## config.mk

```make
export PLATFORM = sky130hd
export DESIGN_NAME = varredura_display
export DESIGN_NICKNAME = d
export VERILOG_FILES = /design/src/rtl/varredura_display.sv
export SDC_FILE = /design/constraint.sdc
export NUM_CORES = 1
export LEC_CHECK = 0
export CORE_MARGIN = 4
export CORE_UTILIZATION = 31
export CTS_BUF_LIST = sky130_fd_sc_hd__clkbuf_8
export CTS_CLUSTER_SIZE = 30
export DETAILED_ROUTE_END_ITERATION = 6
export PLACE_DENSITY = 0.62
export SYNTH_ARGS = -nofsm -noshare
export SYNTH_HDL_FRONTEND = slang
export SYNTH_SLANG_ARGS = --single-unit
```

## constraint.sdc

```tcl
create_clock -name clock -period 2 [get_ports clock]
set_clock_uncertainty 0.2 [all_clocks]
set_input_delay 0.5 -clock clock [delete_from_list [all_inputs] [get_ports clock]]
set_output_delay 0.5 -clock clock [all_outputs]
set_load 0.01 [all_outputs]
```

## src/rtl/varredura_display.sv

```systemverilog
// Multiplexed 4-digit display scanner: mode letter plus three BCD digits, with blink and frame pulse.
// Ports: clock/reset_n (sync, active-low), enable, modo/valor/piscar in; digito/bcd/sel_modo/en_modo/frame out.
// Outputs decode registered state and enable only; inputs are sampled into shadows at frame boundaries.
module varredura_display #(
    parameter int DIV       = 4,   // cycles each digit stays selected (>= 2)
    parameter int BLINK_DIV = 8    // complete frames per blink-phase toggle (>= 1)
) (
    input  logic        clock,
    input  logic        reset_n,
    input  logic        enable,
    input  logic [1:0]  modo,
    input  logic [11:0] valor,
    input  logic        piscar,
    output logic [3:0]  digito,
    output logic [3:0]  bcd,
    output logic [1:0]  sel_modo,
    output logic        en_modo,
    output logic        frame
);

    localparam int PW = (DIV > 1) ? $clog2(DIV) : 1;
    localparam int FW = (BLINK_DIV > 1) ? $clog2(BLINK_DIV) : 1;
    localparam logic [PW-1:0] PRE_MAX = PW'(DIV - 1);
    localparam logic [FW-1:0] FC_MAX  = FW'(BLINK_DIV - 1);

    logic [PW-1:0] pre_q, pre_d;
    logic [1:0]    idx_q, idx_d;
    logic [FW-1:0] fc_q, fc_d;
    logic          ph_q, ph_d;
    logic [1:0]    s_modo_q, s_modo_d;
    logic [11:0]   s_valor_q, s_valor_d;
    logic          s_piscar_q, s_piscar_d;

    logic          pre_last;
    logic          frame_end;

    assign pre_last  = (pre_q == PRE_MAX);
    assign frame_end = enable && pre_last && (idx_q == 2'd3);

    // Next-state logic
    always_comb begin
        pre_d      = pre_q;
        idx_d      = idx_q;
        fc_d       = fc_q;
        ph_d       = ph_q;
        s_modo_d   = s_modo_q;
        s_valor_d  = s_valor_q;
        s_piscar_d = s_piscar_q;

        if (!enable) begin
            // Blanked: restart scan from the mode digit; blink phase is kept
            pre_d = '0;
            idx_d = 2'd0;
            fc_d  = '0;
        end else begin
            pre_d = pre_last ? '0 : pre_q + PW'(1);
            if (pre_last) begin
                idx_d = idx_q + 2'd1;   // 2-bit index wraps 3 -> 0
            end
            if (frame_end) begin
                if (fc_q == FC_MAX) begin
                    fc_d = '0;
                    ph_d = ~ph_q;
                end else begin
                    fc_d = fc_q + FW'(1);
                end
            end
        end

        // Shadows only move between frames so a frame never mixes old and new values
        if (!enable || frame_end) begin
            s_modo_d   = modo;
            s_valor_d  = valor;
            s_piscar_d = piscar;
        end
    end

    always_ff @(posedge clock) begin
        if (!reset_n) begin
            pre_q      <= '0;
            idx_q      <= 2'd0;
            fc_q       <= '0;
            ph_q       <= 1'b0;
            s_modo_q   <= 2'b00;
            s_valor_q  <= 12'h000;
            s_piscar_q <= 1'b0;
        end else begin
            pre_q      <= pre_d;
            idx_q      <= idx_d;
            fc_q       <= fc_d;
            ph_q       <= ph_d;
            s_modo_q   <= s_modo_d;
            s_valor_q  <= s_valor_d;
            s_piscar_q <= s_piscar_d;
        end
    end

    // Output decode
    always_comb begin
        digito   = 4'b1111;
        bcd      = 4'b0000;
        sel_modo = 2'b00;
        en_modo  = 1'b0;
        frame    = 1'b0;

        if (reset_n && enable) begin
            frame = frame_end;
            case (idx_q)
                2'd0: begin
                    // Mode letter is never blinked
                    digito   = 4'b1110;
                    en_modo  = 1'b1;
                    sel_modo = s_modo_q;
                end
                2'd1: begin
                    digito = 4'b1101;
                    bcd    = s_valor_q[11:8];
                end
                2'd2: begin
                    digito = 4'b1011;
                    bcd    = s_valor_q[7:4];
                end
                default: begin
                    digito = 4'b0111;
                    bcd    = s_valor_q[3:0];
                end
            endcase
            // Blink blanks the digit strobe only; bcd keeps the nibble
            if (idx_q != 2'd0 && s_piscar_q && ph_q) begin
                digito = 4'b1111;
            end
        end
    end

endmodule

```

==> results of run 1 <==
-- power by group --
group	switching, mW	leakage, nW	internal [mW]
sequential	0.0131	0.190	0.476
combinational	0.0485	0.560	0.0690
clock	0.140	0.0269	0.137
total	0.202	0.777	0.682
-- worst paths after layout --
check	start	to	slack, ns
worst min-delay path	pre_q[0]	pre_q[0]	0.24
worst min register to register	pre_q[0]	pre_q[0]	0.24
worst max register to register	idx_q[1]	s_valor_q[11]	0.11
worst max-delay path	idx_q[1]	frame	-0.11
-- repair_timing --
| action | 4_1_cts | 5_1_grt |
|---|---|---|
| hold endpoints to repair | 0 | 0 |
| resized for setup | 86 | 5 |
| pin swaps | 9 | 3 |
| buffers inserted | 3 | 1 |
| setup endpoints to repair | 12 | 11 |
-- cell families (layout without fill, tap and decap cells) --
group	count (synthesis)	count (layout)	share of synthesized area (%)
compound gates	11	11	8.299
fa+ha+maj	9	9	9.454
xor+xnor	1	1	0.7354
simple gates	59	59	23.11
buf+inv	11	56	5.462
flops	23	23	38.66
mux	17	17	14.29
-- critical path, stage by stage, from the launching register on --
cell	delay, ns
sky130_fd_sc_hd__dfxtp_4	0.37
sky130_fd_sc_hd__buf_4	0.14
sky130_fd_sc_hd__buf_6	0.11
sky130_fd_sc_hd__buf_4	0.13
sky130_fd_sc_hd__ha_4	0.15
sky130_fd_sc_hd__and3_4	0.14
sky130_fd_sc_hd__buf_6	0.11
-- final cells by class --
cell class | count | area (um2) | share of cell area [%]
clock inverter | 1 | 3.754 | 0.2091
inverter | 2 | 12.51 | 0.6969
clock buffer | 3 | 41.29 | 2.300
tap | 48 | 60.06 | 3.345
sequential | 23 | 467.9 | 26.06
multi-input combinational | 97 | 773.2 | 43.07
timing repair buffer | 50 | 436.7 | 24.32
-- layout by cell type (no fill, tap or decap) --
| cell | count |
|---|---|
| sky130_fd_sc_hd__a21bo_2 | 2 |
| sky130_fd_sc_hd__a21boi_0 | 1 |
| sky130_fd_sc_hd__a21boi_4 | 1 |
| sky130_fd_sc_hd__a21oi_1 | 2 |
| sky130_fd_sc_hd__a221oi_2 | 4 |
| sky130_fd_sc_hd__and2_4 | 3 |
| sky130_fd_sc_hd__and3_4 | 2 |
| sky130_fd_sc_hd__buf_12 | 1 |
| sky130_fd_sc_hd__buf_2 | 9 |
| sky130_fd_sc_hd__buf_4 | 16 |
| sky130_fd_sc_hd__buf_6 | 8 |
| sky130_fd_sc_hd__clkbuf_8 | 3 |
| sky130_fd_sc_hd__clkdlybuf4s15_2 | 1 |
| sky130_fd_sc_hd__clkdlybuf4s50_1 | 15 |
| sky130_fd_sc_hd__dfxtp_1 | 21 |
| sky130_fd_sc_hd__dfxtp_4 | 2 |
| sky130_fd_sc_hd__ha_1 | 4 |
| sky130_fd_sc_hd__ha_4 | 5 |
| sky130_fd_sc_hd__inv_1 | 1 |
| sky130_fd_sc_hd__inv_4 | 2 |
| sky130_fd_sc_hd__mux2i_1 | 17 |
| sky130_fd_sc_hd__nand2_1 | 32 |
| sky130_fd_sc_hd__nand2_2 | 1 |
| sky130_fd_sc_hd__nand2b_1 | 1 |
| sky130_fd_sc_hd__nand3_1 | 5 |
| sky130_fd_sc_hd__nand3b_1 | 1 |
| sky130_fd_sc_hd__nand4_1 | 1 |
| sky130_fd_sc_hd__nor2_1 | 2 |
| sky130_fd_sc_hd__nor2b_1 | 4 |
| sky130_fd_sc_hd__nor3_1 | 5 |
| sky130_fd_sc_hd__nor3b_1 | 1 |
| sky130_fd_sc_hd__nor4bb_1 | 1 |
| sky130_fd_sc_hd__o21a_1 | 1 |
| sky130_fd_sc_hd__xnor2_1 | 1 |
-- layer usage --
layer  wire (um)  vias up  part of all wire, %
li1            -      535                    -
met2        1448       23                   51
met5           0        -                    0
met3         109        2                  3.8
met1        1294      458                   45
met4          15        0                 0.52
-- flip-flops by register name, indices dropped and copies added (netlist names) --
name        flops
idx_q           2
s_modo_q        2
s_piscar_q      1
fc_q            3
ph_q            1
pre_q           2
s_valor_q      12
==> flow_metrics.env, run 1 <==
export IMPL_run_status="finished, violations left"
export IMPL_failed_checks="negative setup slack"
export IMPL_ctsHtreeMaxLevel=1
export IMPL_placedCellCount=216
export IMPL_synth_distinct_cells=27
export IMPL_synth_top_area_cell="sky130_fd_sc_hd__dfxtp_1"
export IMPL_wl_per_cell_um=12.80
export IMPL_ff2ff_path_depth=8
export IMPL_grt_antenna_before_repair=0
export IMPL_grt_use_met2_pct=21.30
export IMPL_dr_pass1_iters=3
export IMPL_global_route_peak_usage_layer="met2"
export IMPL_worst_hold_path_type="reg -> reg"
export IMPL_final_period_minus_worst_setup_slack_ns=2.106
export IMPL_netlist_top_cells_area="sky130_fd_sc_hd__dfxtp_1 39%, sky130_fd_sc_hd__mux2i_1 14%, sky130_fd_sc_hd__nand2_1 10%, sky130_fd_sc_hd__ha_1 9.5%, sky130_fd_sc_hd__a221oi_1 2.9%"
export IMPL_layout_drive_gt1_share_pct=34.09
export IMPL_first_global_vias=1114
export IMPL_vdd_drop_max_v=0.0003874
export IMPL_globalRouteOverflowTotal=0
export IMPL_postSynthNetCount=158
export IMPL_critPathLaunchType="register"
export IMPL_nets=204
export IMPL_post_place_cell_area_um2=1624
export IMPL_worst_setup_path_end_kind="output port"
export IMPL_most_instantiated_library_cell_after_synthesis="sky130_fd_sc_hd__nand2_1"
export IMPL_via_per_inst=4.545
export IMPL_fillers=369
export IMPL_postSynth_topFlopCell="sky130_fd_sc_hd__dfxtp_1"
export IMPL_drtAntennaViolNets=0
export IMPL_synth_top_cells_by_count="33 x sky130_fd_sc_hd__nand2_1, 23 x sky130_fd_sc_hd__dfxtp_1, 17 x sky130_fd_sc_hd__mux2i_1"
export IMPL_grt_pass1_wl_um=4795
export IMPL_detailed_router_s_first_iteration_violation_count=26
export IMPL_count_of_flip_flops_with_a_built_in_enable_after_synthesis=0
export IMPL_slew_violations=0
export IMPL_synthesis_area_per_instance_um2=9.093
export IMPL_worstHoldPathCells=1
export IMPL_slew_headroom_pct=83.26
export IMPL_clkSinkCount=23
export IMPL_pre_cts_ws_ns=-0.7386
export IMPL_cts_made_buffers=3
export IMPL_rsz0062_at_grt="yes"
export IMPL_p_per_area_nw_per_um2=492.0
export IMPL_asyncSetResetFlopFracSynth_pct=0
export IMPL_globalRouteTotalUtil_pct=11.90
export IMPL_core_region_area_um2=3689
export IMPL_postSynthCellCount=131
export IMPL_clk_path_buf_depth=2
export IMPL_worst_skew_late_latency_ns=0.26
export IMPL_use_met3_pct=3.022
export IMPL_path_max_fanout=4
export IMPL_setup_violations_final=10
export IMPL_timing_final_hold_violations=0
export IMPL_drc=0
export IMPL_synth_yosys_warnings=0
export IMPL_finalInstanceArea_um2=1795
export IMPL_required_time_of_the_worst_setup_path_ns=1.30
export IMPL_max_slew_worst_pin_slew_ns=0.2477
export IMPL_die_area_um2=4898
export IMPL_hpwlAfterDp_um=2118
export IMPL_tritoncts_clock_tree="yes"
export IMPL_design_power_total_mw=0.8834
export IMPL_grt_util_met1_pct=14.21
export IMPL_syn2layout_area_growth_pct=50.74
export IMPL_fin_tns_setup_ns=-0.7828
export IMPL_routed_via_count=1018
export IMPL_syn_area_um2=1191
export IMPL_place_congestion=0.8033
export IMPL_p_leak_nw=0.7772
export IMPL_hold_worst_slack_ns=0.2406
export IMPL_place_port_buffers=29
export IMPL_postCtsHoldBufs=0
export IMPL_critical_path_arrival_ns=1.41
export IMPL_routed_wl_um=2867
export IMPL_largest_net_degree_at_the_start_of_global_routing=27
export IMPL_floorplan_initialDensity_pct=32.29
export IMPL_post_layout_nonfiller_instances=224
export IMPL_cts_root_buffer_cell="sky130_fd_sc_hd__clkbuf_8"
export IMPL_final_core_util_pct=48.68
export IMPL_row_count=22
export IMPL_yosysTopAreaCellShare_pct=38.66
export IMPL_die_h_um=69.99
export IMPL_number_of_diodes_added_for_antenna_fixing=0
export IMPL_max_freq_mhz=474.9
export IMPL_floorplan_io_pins=30
export IMPL_die_w_um=69.99
export IMPL_ys_ff_latch=23
export IMPL_type_of_the_worst_setup_path="reg -> out"
export IMPL_final_period_utilization_pct=105.3
export IMPL_maxCapViolations=0
export IMPL_seq_area_frac_synth_pct=38.66
export IMPL_cts_reportedPaths_clkPinSlew_ns=0.08
export IMPL_timing_final_ws_setup_ns=-0.1056
Power figures use the tool's default switching activity.
==> run 2: changes to the inputs <==
CORE_UTILIZATION = 45   (was 31)
PLACE_DENSITY = 0.81   (was 0.62)
==> run 2 against run 1 <==
Compared with the run above:
- total power rose by 0.38%
- the run still ends with negative setup slack left
- critical path type unchanged
- worst setup slack got worse by 0.023 ns
- register-to-register slack better by 0.17 ns
==> flow_metrics.env, run 2 (same netlist as run 1, synthesis figures left out) <==
export IMPL_run_status="finished, violations left"
export IMPL_failed_checks="negative setup slack"
export IMPL_hpwlAfterDp_um=2040
export IMPL_timing_final_ws_setup_ns=-0.1290
export IMPL_slew_headroom_pct=81.31
export IMPL_number_of_diodes_added_for_antenna_fixing=0
export IMPL_drtAntennaViolNets=0
export IMPL_die_area_um2=3534
export IMPL_most_common_library_cell_in_the_layout_ignoring_fill_and_taps="sky130_fd_sc_hd__nand2_1"
export IMPL_crit_start="idx_q[1]"
export IMPL_floorplan_initialDensity_pct=47.65
export IMPL_p_sw_mw=0.2057
export IMPL_post_place_cell_area_um2=1594
export IMPL_largest_register_ff_count=12
export IMPL_routed_via_count=1077
export IMPL_drc=0
export IMPL_worst_hold_path_type="reg -> reg"
export IMPL_ff2ff_path_depth=6
export IMPL_critical_path_arrival_ns=1.43
export IMPL_worst_setup_path_end_kind="output port"
export IMPL_postCtsHoldBufs=0
export IMPL_power_frac_seq_pct=55.3
export IMPL_registers_top_by_ff_count="s_valor_q"
export IMPL_finalInstanceArea_um2=1740
export IMPL_globalRouteTotalUtil_pct=17.15
export IMPL_path_max_fanout=9
export IMPL_worst_skew_late_latency_ns=0.26
export IMPL_first_global_vias=1060
export IMPL_nets=203
export IMPL_routed_wl_um=2952
export IMPL_cpPeakStageDelay_ns=0.37
export IMPL_die_w_um=59.45
export IMPL_design_power_total_mw=0.8867
export IMPL_largest_net_degree_at_the_start_of_global_routing=31
export IMPL_worstHoldPathCells=1
export IMPL_crit_path_end="bcd[3]"
export IMPL_clk_path_buf_depth=2
export IMPL_required_time_of_the_worst_setup_path_ns=1.30
export IMPL_cts_reportedPaths_clkPinSlew_ns=0.07
export IMPL_place_port_buffers=29
export IMPL_layout_common_cells="33 x sky130_fd_sc_hd__nand2_1, 21 x sky130_fd_sc_hd__dfxtp_1, 18 x sky130_fd_sc_hd__buf_4"
export IMPL_maxCapViolations=0
export IMPL_grt_pass1_wl_um=4574
export IMPL_cts_root_buffer_cell="sky130_fd_sc_hd__clkbuf_8"
export IMPL_syn2layout_area_growth_pct=46.11
export IMPL_final_period_minus_worst_setup_slack_ns=2.129
export IMPL_path_cells="buf_4 -> ha_4 -> nor2b_1 -> nor3_1 -> buf_2"
export IMPL_timing_final_hold_violations=0
export IMPL_via_per_inst=5.254
export IMPL_ctsHtreeMaxLevel=1
export IMPL_wl_per_cell_um=14.40
export IMPL_globalRouteOverflowTotal=0
export IMPL_crit_slowest_cell="sky130_fd_sc_hd__dfxtp_4"
export IMPL_core_region_area_um2=2500
export IMPL_p_per_area_nw_per_um2=509.5
export IMPL_cell_internal_pwr_mw=0.6811
export IMPL_swShare_pct=23.19
export IMPL_critical_path_cell_count=5
export IMPL_rsz0062_at_grt="yes"
export IMPL_setup_violations_final=9
export IMPL_final_core_util_pct=69.62
export IMPL_reg_top3="s_valor_q: 12 flops, fc_q: 3 flops"
export IMPL_vdd_drop_max_v=0.0005089
export IMPL_type_of_the_worst_setup_path="reg -> out"
export IMPL_p_leak_nw=0.7677
export IMPL_cts_made_buffers=3
export IMPL_tritoncts_clock_tree="yes"
export IMPL_max_freq_mhz=469.7
export IMPL_r2r_start="idx_q[0]"
export IMPL_reg2reg_slack_ns=0.28
export IMPL_layout_drive_gt1_share_pct=33.71
export IMPL_fin_tns_setup_ns=-0.7711
export IMPL_detailed_router_s_first_iteration_violation_count=18
export IMPL_row_count=18
export IMPL_critPathLaunchType="register"
export IMPL_clkSinkCount=23
export IMPL_place_congestion=0.8148
export IMPL_max_slew_worst_pin_slew_ns=0.2804
export IMPL_p_clk_share_pct=31.5
export IMPL_final_period_utilization_pct=106.4
export IMPL_worst_r2r_endpoint="s_valor_q[7]"
export IMPL_dr_pass1_iters=4
export IMPL_die_h_um=59.45
export IMPL_critical_path_top_delay_family="flip-flops"
export IMPL_power_frac_comb_pct=13.2
export IMPL_slew_violations=0
export IMPL_grt_antenna_before_repair=0
export IMPL_critical_path_n_buffers_inverters=2
export IMPL_floorplan_io_pins=30
run 2: what timing repair did:
| item | in CTS | in global routing |
|---|---|---|
| endpoints found under the setup margin | 12 | 10 |
| setup buffers | 3 | 1 |
| pin swaps | 2 | 2 |
| resized for setup | 73 | 10 |
run 2: worst min-delay path by stage:
stage / slack (ns) / start / to
3_3_place_gp: 0.21 / pre_q[0] / pre_q[0]
3_5_place_dp: 0.22 / pre_q[0] / pre_q[0]
2_1_floorplan: 0.20 / pre_q[0] / pre_q[0]
4_1_cts: 0.23 / pre_q[0] / pre_q[0]
6_report: 0.23 / pre_q[0] / pre_q[0]
5_1_grt: 0.26 / pre_q[0] / pre_q[0]
run 2: layout make-up:
cell class / instances / area (um2)
clock buffers: 3 / 41.29
clock inverters: 1 / 3.754
fillers: 177 / 759.5
inverters: 2 / 10.01
multi-input cells: 97 / 768.2
flip-flops and latches: 23 / 467.9
well taps: 30 / 37.54
repair buffers: 49 / 411.6
run 2: power groups by stage:
stage	Sequential, mW	Combinational, mW	Clock (mW)
finish	0.490	0.117	0.279
global route	0.493	0.127	0.305
CTS	0.490	0.114	0.285
detailed placement	0.500	0.114	0
global placement	0.499	0.110	0
floorplan	0.497	0.0579	0
run 2: per-stage QoR:
stage / hold slack [ns] / std cells / setup WS [ns]
global route: 0.2565 / 205 / -0.1912
floorplan: 0.2043 / 131 / 0.1547
global placement: 0.2129 / 197 / -0.7128
finish: 0.2317 / 205 / -0.1290
CTS: 0.2323 / 204 / -0.1309
detailed placement: 0.2209 / 197 / -0.7733
run 2: metal layers:
layer	global-route usage [%]	routed length, um	vias to the layer above
met5	0	0	-
met4	6.796	30	0
met3	3.268	171	3
met2	31.67	1538	36
met1	18.94	1212	504
li1	-	-	534
==> run 3: changes to the inputs <==
CORE_MARGIN = 2   (was 4)
==> run 3 against run 2 <==
Compared with the run above:
- critical endpoint is now bcd[1]
- hold slack got worse by 0.0020 ns
- the run still ends with negative setup slack left
- non-clock buffer count decreased by 4
- utilization decreased by 0.40 points
- largest power group unchanged
==> flow_metrics.env, run 3 (same netlist as run 1, synthesis figures left out) <==
export IMPL_rsz0062_at_grt="yes"
export IMPL_required_time_of_the_worst_setup_path_ns=1.30
export IMPL_via_per_inst=5.164
export IMPL_number_of_diodes_added_for_antenna_fixing=0
export IMPL_core_region_area_um2=2500
export IMPL_dr_pass1_iters=4
export IMPL_place_congestion=0.7636
export IMPL_grt_pass1_wl_um=4871
export IMPL_type_of_the_worst_setup_path="reg -> out"
export IMPL_timing_final_hold_violations=0
export IMPL_layout_common_cells="32 x sky130_fd_sc_hd__nand2_1, 21 x sky130_fd_sc_hd__dfxtp_1, 17 x sky130_fd_sc_hd__mux2i_1"
export IMPL_worst_hold_path_type="reg -> reg"
export IMPL_drc=0
export IMPL_routed_via_count=1038
export IMPL_largest_net_degree_at_the_start_of_global_routing=30
export IMPL_die_area_um2=3075
export IMPL_floorplan_io_pins=30
export IMPL_tritoncts_clock_tree="yes"
export IMPL_detailed_router_s_first_iteration_violation_count=24
export IMPL_final_period_utilization_pct=104.4
export IMPL_placedCellCount=196
export IMPL_place_port_buffers=29
export IMPL_slew_violations=0
export IMPL_vdd_drop_max_v=0.0003297
export IMPL_design_power_total_mw=0.8928
export IMPL_first_global_vias=1057
export IMPL_cts_made_buffers=3
export IMPL_failed_checks="negative setup slack"
export IMPL_largest_register_ff_count=12
export IMPL_critPathLaunchType="register"
export IMPL_p_leak_nw=0.7533
export IMPL_hpwlAfterDp_um=1969
export IMPL_die_h_um=55.45
export IMPL_critical_path_arrival_ns=1.39
export IMPL_clk_path_buf_depth=2
export IMPL_p_per_area_nw_per_um2=516.0
export IMPL_max_freq_mhz=478.9
export IMPL_run_status="finished, violations left"
export IMPL_layout_drive_gt1_share_pct=32.16
export IMPL_fillers=195
export IMPL_cts_root_buffer_cell="sky130_fd_sc_hd__clkbuf_8"
export IMPL_maxCapViolations=0
export IMPL_wl_per_cell_um=14.11
export IMPL_max_slew_worst_pin_slew_ns=0.2671
export IMPL_final_period_minus_worst_setup_slack_ns=2.088
export IMPL_grt_antenna_before_repair=0
export IMPL_nets=199
export IMPL_row_count=18
export IMPL_most_common_library_cell_in_the_layout_ignoring_fill_and_taps="sky130_fd_sc_hd__nand2_1"
export IMPL_die_w_um=55.45
export IMPL_path_max_fanout=5
export IMPL_clkSinkCount=23
export IMPL_globalRouteTotalUtil_pct=19.97
export IMPL_globalRouteOverflowTotal=0
export IMPL_slew_headroom_pct=82.19
export IMPL_setup_violations_final=9
export IMPL_routed_wl_um=2837
export IMPL_worst_setup_path_end_kind="output port"
export IMPL_worst_skew_late_latency_ns=0.26
export IMPL_registers_top_by_ff_count="s_valor_q"
export IMPL_pre_cts_ws_ns=-0.7453
export IMPL_floorplan_initialDensity_pct=47.65
export IMPL_post_layout_nonfiller_instances=201
export IMPL_syn2layout_area_growth_pct=45.27
export IMPL_ctsHtreeMaxLevel=1
export IMPL_timing_final_ws_setup_ns=-0.08825
export IMPL_reg_top3="s_valor_q: 12 flops, fc_q: 3 flops"
export IMPL_cts_reportedPaths_clkPinSlew_ns=0.08
export IMPL_drtAntennaViolNets=0
-- run 3: cell types whose count changed in the layout (fill, tap and decap cells not counted) --
cell / change
sky130_fd_sc_hd__buf_4: -6
sky130_fd_sc_hd__buf_6: +3
sky130_fd_sc_hd__a221oi_2: -1
sky130_fd_sc_hd__a221oi_4: +1
sky130_fd_sc_hd__clkbuf_2: -1
sky130_fd_sc_hd__nand2_1: -1
sky130_fd_sc_hd__nand2_2: +1
sky130_fd_sc_hd__nor2b_1: +1
sky130_fd_sc_hd__nor2b_4: -1
-- run 3: area by class of cell --
cell class,instances,area [um2],share of cell area (%)
clock buffers,3,41.29,2.386
flip-flops and latches,23,467.9,27.04
repair buffers,45,395.4,22.85
clock inverters,1,3.754,0.2169
multi-input cells,97,774.5,44.76
well taps,30,37.54,2.169
inverters,2,10.01,0.5785
-- run 3: final timing paths --
check / endpoint / startpoint / slack [ns] / cells past startpoint
worst max-delay path: bcd[1] / idx_q[1] / -0.09 / 5
worst min-delay path: pre_q[0] / pre_q[0] / 0.23 / 1
worst min register to register: pre_q[0] / pre_q[0] / 0.23 / 1
worst max register to register: s_valor_q[7] / idx_q[0] / 0.28 / 6
-- run 3: what timing repair did --
| action | 4_1_cts | 5_1_grt |
|---|---|---|
| gates cloned | 0 | 0 |
| pin swaps | 11 | 5 |
| hold buffers | 0 | 0 |
| setup buffers | 1 | 0 |
| gates resized for setup | 77 | 10 |
| setup endpoints to repair | 12 | 11 |
-- run 3: power by group --
part           leakage (nW)  switching (mW)  internal [mW]  total, mW
clock                0.0269           0.144          0.137      0.281
combinational         0.536          0.0494         0.0713      0.121
sequential            0.190          0.0150          0.476      0.491
total                 0.753           0.209          0.684      0.893
-- run 3: metal layers --
| metal | track usage [%] | vias to the layer above | routed length [um] |
|---|---|---|---|
| met5 | 0 | - | 0 |
| met4 | 10.10 | 0 | 68 |
| met3 | 3.981 | 8 | 132 |
| met2 | 34.01 | 31 | 1445 |
| met1 | 23.62 | 477 | 1190 |
| li1 | - | 522 | - |
-- run 3: through the flow --
step                      hold WS, ns  utilization (%)  setup TNS [ns]  cell area, um2
after detailed placement       0.2206            63.46          -7.829            1587
after global placement         0.2128            63.46          -7.566            1587
after global routing           0.2396            69.22          -1.118            1730
final                          0.2297            69.22         -0.4050            1730
after CTS                      0.2319            66.92         -0.5115            1673
after floorplan                0.2043                -               0            1191
-- run 3: critical path, stage by stage, from the launching register on --
cell                       delay, ns
sky130_fd_sc_hd__dfxtp_4        0.39
sky130_fd_sc_hd__inv_2          0.07
sky130_fd_sc_hd__ha_4           0.19
sky130_fd_sc_hd__a221oi_2       0.26
sky130_fd_sc_hd__nor3_1         0.07
sky130_fd_sc_hd__buf_2          0.14
